==> src/rtl/wb_dma_addr_gen_pkg.sv <==
// Shared types for the DMA address generator: addressing modes, FSM states and
// the mode-code decoder used at load time.
package wb_dma_addr_pkg;

  localparam int AGEN_AW = 30;
  localparam int AGEN_SW = 4;
  localparam int AGEN_CW = 12;

  typedef enum logic [1:0] {
    MODE_INC  = 2'd0,
    MODE_HOLD = 2'd1,
    MODE_WRAP = 2'd2
  } addr_mode_t;

  typedef enum logic [1:0] {
    S_IDLE = 2'd0,
    S_RUN  = 2'd1,
    S_DONE = 2'd2
  } agen_state_t;

  // The reserved code 3 folds onto HOLD so an unprogrammed channel never walks memory.
  function automatic addr_mode_t decode_mode(input logic [1:0] code);
    case (code)
      2'd0:    return MODE_INC;
      2'd2:    return MODE_WRAP;
      default: return MODE_HOLD;
    endcase
  endfunction

endpackage

==> src/rtl/wb_dma_addr_gen_if.sv <==
// Load/advance/status bundle between the channel register file (master) and
// the address generator (slave).
interface wb_dma_addr_gen_if #(
  parameter int AW = 30,
  parameter int SW = 4,
  parameter int CW = 12
);

  logic          ld;
  logic [AW-1:0] ld_addr;
  logic [CW-1:0] ld_cnt;
  logic [SW-1:0] ld_stride;
  logic [1:0]    ld_mode;
  logic [AW-1:0] ld_mask;
  logic          adv;
  logic [AW-1:0] addr;
  logic [AW-1:0] addr_nxt;
  logic [CW-1:0] cnt;
  logic          busy;
  logic          done;
  logic          ovf;

  modport master (
    output ld, ld_addr, ld_cnt, ld_stride, ld_mode, ld_mask, adv,
    input  addr, addr_nxt, cnt, busy, done, ovf
  );

  modport slave (
    input  ld, ld_addr, ld_cnt, ld_stride, ld_mode, ld_mask, adv,
    output addr, addr_nxt, cnt, busy, done, ovf
  );

endinterface

==> src/rtl/wb_dma_addr_gen_step.sv <==
// Combinational address step: one beat's worth of INC, HOLD or WRAP advance.
// Kept separate so a per-channel wrapper can reuse it.
module wb_dma_addr_step
  import wb_dma_addr_pkg::*;
#(
  parameter int AW = AGEN_AW,
  parameter int SW = AGEN_SW
) (
  input  logic [AW-1:0] addr_i,
  input  logic [SW-1:0] stride_i,
  input  addr_mode_t    mode_i,
  input  logic [AW-1:0] mask_i,
  output logic [AW-1:0] addr_nxt_o,
  output logic          carry_o
);

  logic [AW:0] sum;

  assign sum = {1'b0, addr_i} + (AW+1)'(stride_i);

  always_comb begin
    // NOTE: every output gets a default before the case so no path leaves it
    // unassigned; a missing default here would infer a latch.
    addr_nxt_o = addr_i;
    carry_o    = 1'b0;
    case (mode_i)
      MODE_INC: begin
        addr_nxt_o = sum[AW-1:0];
        carry_o    = sum[AW];
      end
      // Only the masked window moves; carries out of it are discarded.
      MODE_WRAP: addr_nxt_o = (addr_i & ~mask_i) | (sum[AW-1:0] & mask_i);
      default: ;
    endcase
  end

endmodule

==> src/rtl/wb_dma_addr_gen.sv <==
// DMA address generator: holds the transfer address, remaining beat count and
// stride configuration, and flags completion and INC overflow.
module wb_dma_addr_gen
  import wb_dma_addr_pkg::*;
#(
  parameter int AW = AGEN_AW,
  parameter int SW = AGEN_SW,
  parameter int CW = AGEN_CW
) (
  input  logic              clk,
  input  logic              rst,
  wb_dma_addr_gen_if.slave  bus
);

  agen_state_t   state_q;
  logic [AW-1:0] addr_q;
  logic [CW-1:0] cnt_q;
  logic [SW-1:0] stride_q;
  addr_mode_t    mode_q;
  logic [AW-1:0] mask_q;
  logic          ovf_q;
  logic          busy_q;
  logic          done_q;

  logic [AW-1:0] addr_d;
  logic          carry_d;

  wb_dma_addr_step #(
    .AW(AW),
    .SW(SW)
  ) u_step (
    .addr_i     (addr_q),
    .stride_i   (stride_q),
    .mode_i     (mode_q),
    .mask_i     (mask_q),
    .addr_nxt_o (addr_d),
    .carry_o    (carry_d)
  );

  always_ff @(posedge clk) begin
    // NOTE: all state here uses non-blocking assignments so every register
    // samples the pre-edge values regardless of statement order.
    if (rst) begin
      state_q  <= S_IDLE;
      addr_q   <= '0;
      cnt_q    <= '0;
      stride_q <= '0;
      mode_q   <= MODE_HOLD;
      mask_q   <= '0;
      ovf_q    <= 1'b0;
      busy_q   <= 1'b0;
      done_q   <= 1'b0;
    end else if (bus.ld) begin
      // A load aborts any transfer in flight and starts the new one cleanly.
      addr_q   <= bus.ld_addr;
      cnt_q    <= bus.ld_cnt;
      stride_q <= bus.ld_stride;
      mode_q   <= decode_mode(bus.ld_mode);
      mask_q   <= bus.ld_mask;
      ovf_q    <= 1'b0;
      if (bus.ld_cnt != '0) begin
        state_q <= S_RUN;
        busy_q  <= 1'b1;
        done_q  <= 1'b0;
      end else begin
        state_q <= S_DONE;
        busy_q  <= 1'b0;
        done_q  <= 1'b1;
      end
    end else begin
      case (state_q)
        S_RUN: begin
          if (bus.adv) begin
            addr_q <= addr_d;
            cnt_q  <= cnt_q - CW'(1);
            if (carry_d) ovf_q <= 1'b1;
            if (cnt_q == CW'(1)) begin
              state_q <= S_DONE;
              busy_q  <= 1'b0;
              done_q  <= 1'b1;
            end
          end
        end
        S_DONE: begin
          state_q <= S_IDLE;
          done_q  <= 1'b0;
        end
        default: begin
          state_q <= S_IDLE;
          busy_q  <= 1'b0;
          done_q  <= 1'b0;
        end
      endcase
    end
  end

  assign bus.addr     = addr_q;
  assign bus.addr_nxt = addr_d;
  assign bus.cnt      = cnt_q;
  assign bus.busy     = busy_q;
  assign bus.done     = done_q;
  assign bus.ovf      = ovf_q;

endmodule

==> src/flat_wrapper.sv <==
// flat-port wrapper written by rule: the top's interface ports become plain ports
module wb_dma_addr_gen_flat import wb_dma_addr_pkg::*;
#(
  parameter int AW = AGEN_AW,
  parameter int SW = AGEN_SW,
  parameter int CW = AGEN_CW
)
  (clk, rst, bus_ld, bus_ld_addr, bus_ld_cnt, bus_ld_stride, bus_ld_mode, bus_ld_mask, bus_adv, bus_addr, bus_addr_nxt, bus_cnt, bus_busy, bus_done, bus_ovf);
  wb_dma_addr_gen_if #(.AW(AW), .SW(SW), .CW(CW)) bus_i ();
  input  logic clk;
  input  logic rst;
  input wire logic [$bits(bus_i.ld)-1:0] bus_ld;
  input wire logic [$bits(bus_i.ld_addr)-1:0] bus_ld_addr;
  input wire logic [$bits(bus_i.ld_cnt)-1:0] bus_ld_cnt;
  input wire logic [$bits(bus_i.ld_stride)-1:0] bus_ld_stride;
  input wire logic [$bits(bus_i.ld_mode)-1:0] bus_ld_mode;
  input wire logic [$bits(bus_i.ld_mask)-1:0] bus_ld_mask;
  input wire logic [$bits(bus_i.adv)-1:0] bus_adv;
  output wire logic [$bits(bus_i.addr)-1:0] bus_addr;
  output wire logic [$bits(bus_i.addr_nxt)-1:0] bus_addr_nxt;
  output wire logic [$bits(bus_i.cnt)-1:0] bus_cnt;
  output wire logic [$bits(bus_i.busy)-1:0] bus_busy;
  output wire logic [$bits(bus_i.done)-1:0] bus_done;
  output wire logic [$bits(bus_i.ovf)-1:0] bus_ovf;
  assign bus_i.ld = bus_ld;
  assign bus_i.ld_addr = bus_ld_addr;
  assign bus_i.ld_cnt = bus_ld_cnt;
  assign bus_i.ld_stride = bus_ld_stride;
  assign bus_i.ld_mode = bus_ld_mode;
  assign bus_i.ld_mask = bus_ld_mask;
  assign bus_i.adv = bus_adv;
  assign bus_addr = bus_i.addr;
  assign bus_addr_nxt = bus_i.addr_nxt;
  assign bus_cnt = bus_i.cnt;
  assign bus_busy = bus_i.busy;
  assign bus_done = bus_i.done;
  assign bus_ovf = bus_i.ovf;
  wb_dma_addr_gen #(.AW(AW), .SW(SW), .CW(CW)) u_core (.clk(clk), .rst(rst), .bus(bus_i));
endmodule
==> config.mk <==
export PLATFORM = sky130hd
export DESIGN_NAME = wb_dma_addr_gen_flat
export DESIGN_NICKNAME = d
export VERILOG_FILES = /design/src/rtl/wb_dma_addr_gen_pkg.sv /design/src/rtl/wb_dma_addr_gen_if.sv /design/src/rtl/wb_dma_addr_gen_step.sv /design/src/rtl/wb_dma_addr_gen.sv /design/src/flat_wrapper.sv
export SDC_FILE = /design/constraint.sdc
export NUM_CORES = 1
export LEC_CHECK = 0
export CORE_AREA = 2 2 103 105
export DETAILED_ROUTE_END_ITERATION = 8
export DIE_AREA = 0 0 105 107
export PLACE_DENSITY = 0.79
export SLEW_MARGIN = 20
export SYNTH_ARGS = -nofsm -noshare
export SYNTH_HDL_FRONTEND = slang
export SYNTH_HIERARCHICAL = 1
export SYNTH_SLANG_ARGS = --single-unit
==> constraint.sdc <==
create_clock -name clk -period 2.81 [get_ports clk]
set_input_delay 0.562 -clock clk [delete_from_list [all_inputs] [get_ports clk]]
set_output_delay 0.562 -clock clk [all_outputs]
set_load 0.03 [all_outputs]
==> results of run 1 <==
-- worst max-delay path by stage --
stage | depth (start not counted) | endpoint | slack, ns
6_report | 9 | bus_addr_nxt[20] | -0.24
5_1_grt | 9 | bus_addr_nxt[20] | -0.34
4_1_cts | 9 | bus_addr_nxt[22] | -0.26
3_5_place_dp | 9 | bus_addr_nxt[22] | -0.11
3_3_place_gp | 9 | bus_addr_nxt[22] | 0.01
2_1_floorplan | 7 | bus_addr_nxt[20] | -0.04
-- cells in the final DEF, fill, tap and decap left out, types with 3 or more instances in the layout --
master,count
sky130_fd_sc_hd__ha_4,3
sky130_fd_sc_hd__clkbuf_8,10
sky130_fd_sc_hd__nor4b_4,3
sky130_fd_sc_hd__xnor2_2,8
sky130_fd_sc_hd__o211a_1,3
sky130_fd_sc_hd__o211ai_1,8
sky130_fd_sc_hd__o21ai_2,3
sky130_fd_sc_hd__a311oi_1,30
sky130_fd_sc_hd__buf_4,56
sky130_fd_sc_hd__inv_1,10
sky130_fd_sc_hd__a21oi_1,9
sky130_fd_sc_hd__o21ai_0,8
sky130_fd_sc_hd__mux2i_1,36
sky130_fd_sc_hd__xor2_1,16
sky130_fd_sc_hd__nand2_1,72
sky130_fd_sc_hd__xnor2_1,7
sky130_fd_sc_hd__nor3_1,10
sky130_fd_sc_hd__buf_6,17
sky130_fd_sc_hd__ha_1,3
sky130_fd_sc_hd__nor4_1,7
sky130_fd_sc_hd__nand3_1,4
sky130_fd_sc_hd__a211oi_1,5
sky130_fd_sc_hd__dfxtp_2,13
sky130_fd_sc_hd__nor2_1,84
sky130_fd_sc_hd__xor2_2,4
sky130_fd_sc_hd__nor4_2,5
sky130_fd_sc_hd__or3_1,4
sky130_fd_sc_hd__nor4_4,5
sky130_fd_sc_hd__and2_2,3
sky130_fd_sc_hd__o2111ai_1,4
sky130_fd_sc_hd__and3_2,3
sky130_fd_sc_hd__clkdlybuf4s50_1,124
sky130_fd_sc_hd__dfxtp_1,69
-- registers in the layout, summed over array words and instances, names as in the netlist --
register,cells
u_core/bus.addr,30
u_core/bus.cnt,12
u_core/mask_q,30
u_core/bus.busy,1
u_core/stride_q,4
u_core/state_q,2
u_core/bus.ovf,1
u_core/mode_q,2
-- area by class of cell --
class,count,area (µm²)
multi-input cells,398,3070
fillers,806,3020
repair buffers,201,1900
flip-flops and latches,82,1660
well taps,136,170
clock buffers,11,141
clock inverters,5,77.6
inverters,13,52.6
-- critical path, delay by kind of cell (launching register included) --
family	cells	cell delay, ns
DFF	1	0.35
adders and majority gates	2	0.48
buffers and inverters	3	0.38
AOI/OAI and AO/OA	1	0.28
xor gates and xnor gates	1	0.21
and+or+nand+nor	2	0.45
-- per-layer routing --
metal  GRT usage  routed length, µm
met1       0.313               6310
met2       0.481               8080
met3      0.0444                928
met4      0.0990                274
met5           0                  0
-- kinds of logic (layout without fill, tap and decap cells) --
group / count (synthesis) / count (layout) / synth area share
muxes: 37 / 37 / 0.0836
AOI/OAI and AO/OA: 90 / 91 / 0.161
DFF: 82 / 82 / 0.369
xor gates and xnor gates: 36 / 36 / 0.0709
and+or+nand+nor: 227 / 227 / 0.249
adders and majority gates: 7 / 7 / 0.0214
buffers and inverters: 50 / 230 / 0.0456
-- metrics by stage --
stage               cell area (µm²)  cells  power (mW)  utilization
detailed placement             6230    807        2.12        0.617
CTS                            6890    843        3.11        0.682
global route                   7070    846        3.25        0.700
global placement               6230    807        2.10        0.617
finish                         7070    846        3.13        0.700
floorplan                      4550    529        1.76            -
-- power by group through the flow --
stage	registers [mW]	logic [mW]	clock network, mW
floorplan	1.42	0.341	0
global placement	1.34	0.759	0
detailed placement	1.35	0.771	0
CTS	1.33	0.820	0.963
global route	1.34	0.894	1.01
finish	1.33	0.846	0.949
-- repair_timing --
action,CTS,global route
hold endpoints to repair,0,0
gates cloned,2,0
setup endpoints to repair,26,27
buffers inserted,18,6
gates resized for setup,57,30
pin swaps,12,22
==> reports/summary.md, run 1 <==
### Run status
- finished, violations left — status
- setup timing — failing checks

### Routing
- 5.67 — per-cell via count in the routed design
- 15.6 mm — drt total wl
- 249 — Iteration-0 DRC Markers
- 0 — number of design rule violations left after detail routing
- 7 — length of the first detailed-routing pass in iterations
- 18.4 µm — DR WL/cell
- 0 — post-route antenna net violation count
- 4794 — vias post-DR

### Clocking
- 2 — Longest Clk Path Bufs
- 9 — cts bufs inserted
- 82 — count of clock tree sinks
- 0.35 ns — insertion delay to the later sink of the worst-skew pair
- done — clock tree from TritonCTS
- 0.08 ns — clock slew at reported path FFs
- 0 — number of hold buffers added after CTS
- 3 — number of H-tree levels
- sky130_fd_sc_hd__clkbuf_8 — cell at the root of the clock tree

### Timing
- 0.328 GHz — Peak Freq
- 1.08 — part of the cycle the worst path needs
- -0.235 ns — Final Worst Setup Slack
- 14 — final count of negative-setup-slack endpoints
- 0 — final slew viol count
- 0 — Final Hold Violating Endpoints
- 3.05 ns — Final Critical Period
- -2.02 ns — setup TNS
- true — setup repair after global routing missed its margin
- 0.499 ns — worst hold margin
- 0.0130 ns — worst clock skew
- 0.518 — worst relative slew slack
- 0.724 ns — measured slew at the worst slew-check pin

### GRT
- 57 — maximum number of pins on one net before global-route repair
- 0 — antenna violations before repair
- 24.0 mm — wire length of the first global-routing pass
- 4834 — via count of the first global-routing pass
- 0 — global route total overflow
- 0.265 — total routing resource utilization after global routing

### Min path
- 2 — WHS Path Cells
- u_core/mask_q[13]$_SDFFE_PP0P_ — Hold EP
- register to register — path type of the worst min-delay path
- u_core/mask_q[13]$_SDFFE_PP0P_ — worst min-delay path startpoint

### Yosys
- sky130_fd_sc_hd__dfxtp_1 — library cell with the largest summed area after synthesis
- 4450 µm² — Netlist Area Pre-Place
- sky130_fd_sc_hd__dfxtp_1 — Primary FF master, synth
- 618 — number of nets in the synthesized netlist
- 82 — post-synthesis sequential element count
- 8.41 µm² — synthesized area divided by synthesized cell count
- 529 — count of mapped cells out of synthesis
- 0 — FFs w/ async S/R, synth
- sky130_fd_sc_hd__nor2_1 — most frequent cell after synthesis
- 6 — Syn. warnings
- 54 — Distinct cells, synth
- 0.369 — fraction of the yosys area taken by sequential cells
- 0 — Post-synth EDFFs
- 0.369 — area fraction of the dominant cell type after synthesis
- sky130_fd_sc_hd__dfxtp_1 37%, sky130_fd_sc_hd__mux2i_1 8.1%, sky130_fd_sc_hd__nor2_1 7.1%, sky130_fd_sc_hd__nand2_1 6.2%, sky130_fd_sc_hd__a311oi_1 6.1% — Synth area leaders
- 84 x sky130_fd_sc_hd__nor2_1, 82 x sky130_fd_sc_hd__dfxtp_1, 74 x sky130_fd_sc_hd__nand2_1 — leading cell types by count after synthesis

### Worst setup path
- u_core/bus.addr[17]$_SDFFE_PP0P_ — endpoint of the worst-slack reg-to-reg timing path
- ha_4 -> inv_2 -> fa_2 -> nand2b_4 -> a211oi_4 -> buf_6 -> nor4b_4 -> xor2_2 -> buf_6 — series of cell instances along the critical path
- sky130_fd_sc_hd__dfxtp_2 — cell with the largest stage delay on the worst path
- u_core/bus.addr[0]$_SDFFE_PP0P_ — crit path launch
- 2.48 ns — Crit path arrival time
- sky130_fd_sc_hd__buf_6 — most frequent cell on the critical path
- register to output pin — classification of the worst setup path
- 14 — cell count of the worst reg-to-reg path
- u_core/bus.addr[1]$_SDFFE_PP0P_ — worst flop-to-flop path startpoint
- -0.04 ns — flop-to-flop setup slack
- output pin — CP endpoint kind
- 0.35 ns — slowest stage delay, CP
- register — category of the worst setup path launch point
- 5 — crit-path max FO
- 2.25 ns — worst endpoint required time

### Flow run
- 0 — number of max-cap violations

### Die
- 107 µm — DIE HEIGHT
- 0.441 — initial core utilization
- 105 µm — Die X-Extent
- 11200 µm² — floorplan die area
- 10100 µm² — core area
- 37 — Cell Rows
- 157 — count of pins on the block boundary

### Place
- -0.111 ns — worst setup slack after placement
- 156 — IO Port Bufs
- 0.851 — gpl congestion
- 10.4 mm — Detail Placement HPWL

### Layout
- 58.9% — synthesis-to-finish area growth
- 794 — total number of nets in the final design
- 0.246 — fraction of final layout cells with drive strength greater than 1
- 0 — number of antenna diodes

### Power
- 0.303 — clock group share of total power
- 2.16 mW — total internal power
- 443 nW/µm² — ratio of total power to cell area
- 0.426 — fraction of power consumed by sequential logic
- 0.969 mW — power dissipated by switching net loads
- 0.270 — portion of total power attributed to combinational logic
- 2.88 nW — reported leakage power
- 0.305 mV — IR drop worst, VDD
- 0.310 — fraction of power spent switching nets

(Power assumes the default switching activity.)
==> inputs of run 2 (changes only) <==
--- a/config.mk
+++ b/config.mk
@@ -9,7 +9,6 @@
 export DETAILED_ROUTE_END_ITERATION = 8
 export DIE_AREA = 0 0 105 107
 export PLACE_DENSITY = 0.79
-export SLEW_MARGIN = 20
 export SYNTH_ARGS = -nofsm -noshare
 export SYNTH_HDL_FRONTEND = slang
 export SYNTH_HIERARCHICAL = 1
==> results of run 2 <==
Same layout as run 1: the final DEF is identical, and so are final timing and power.
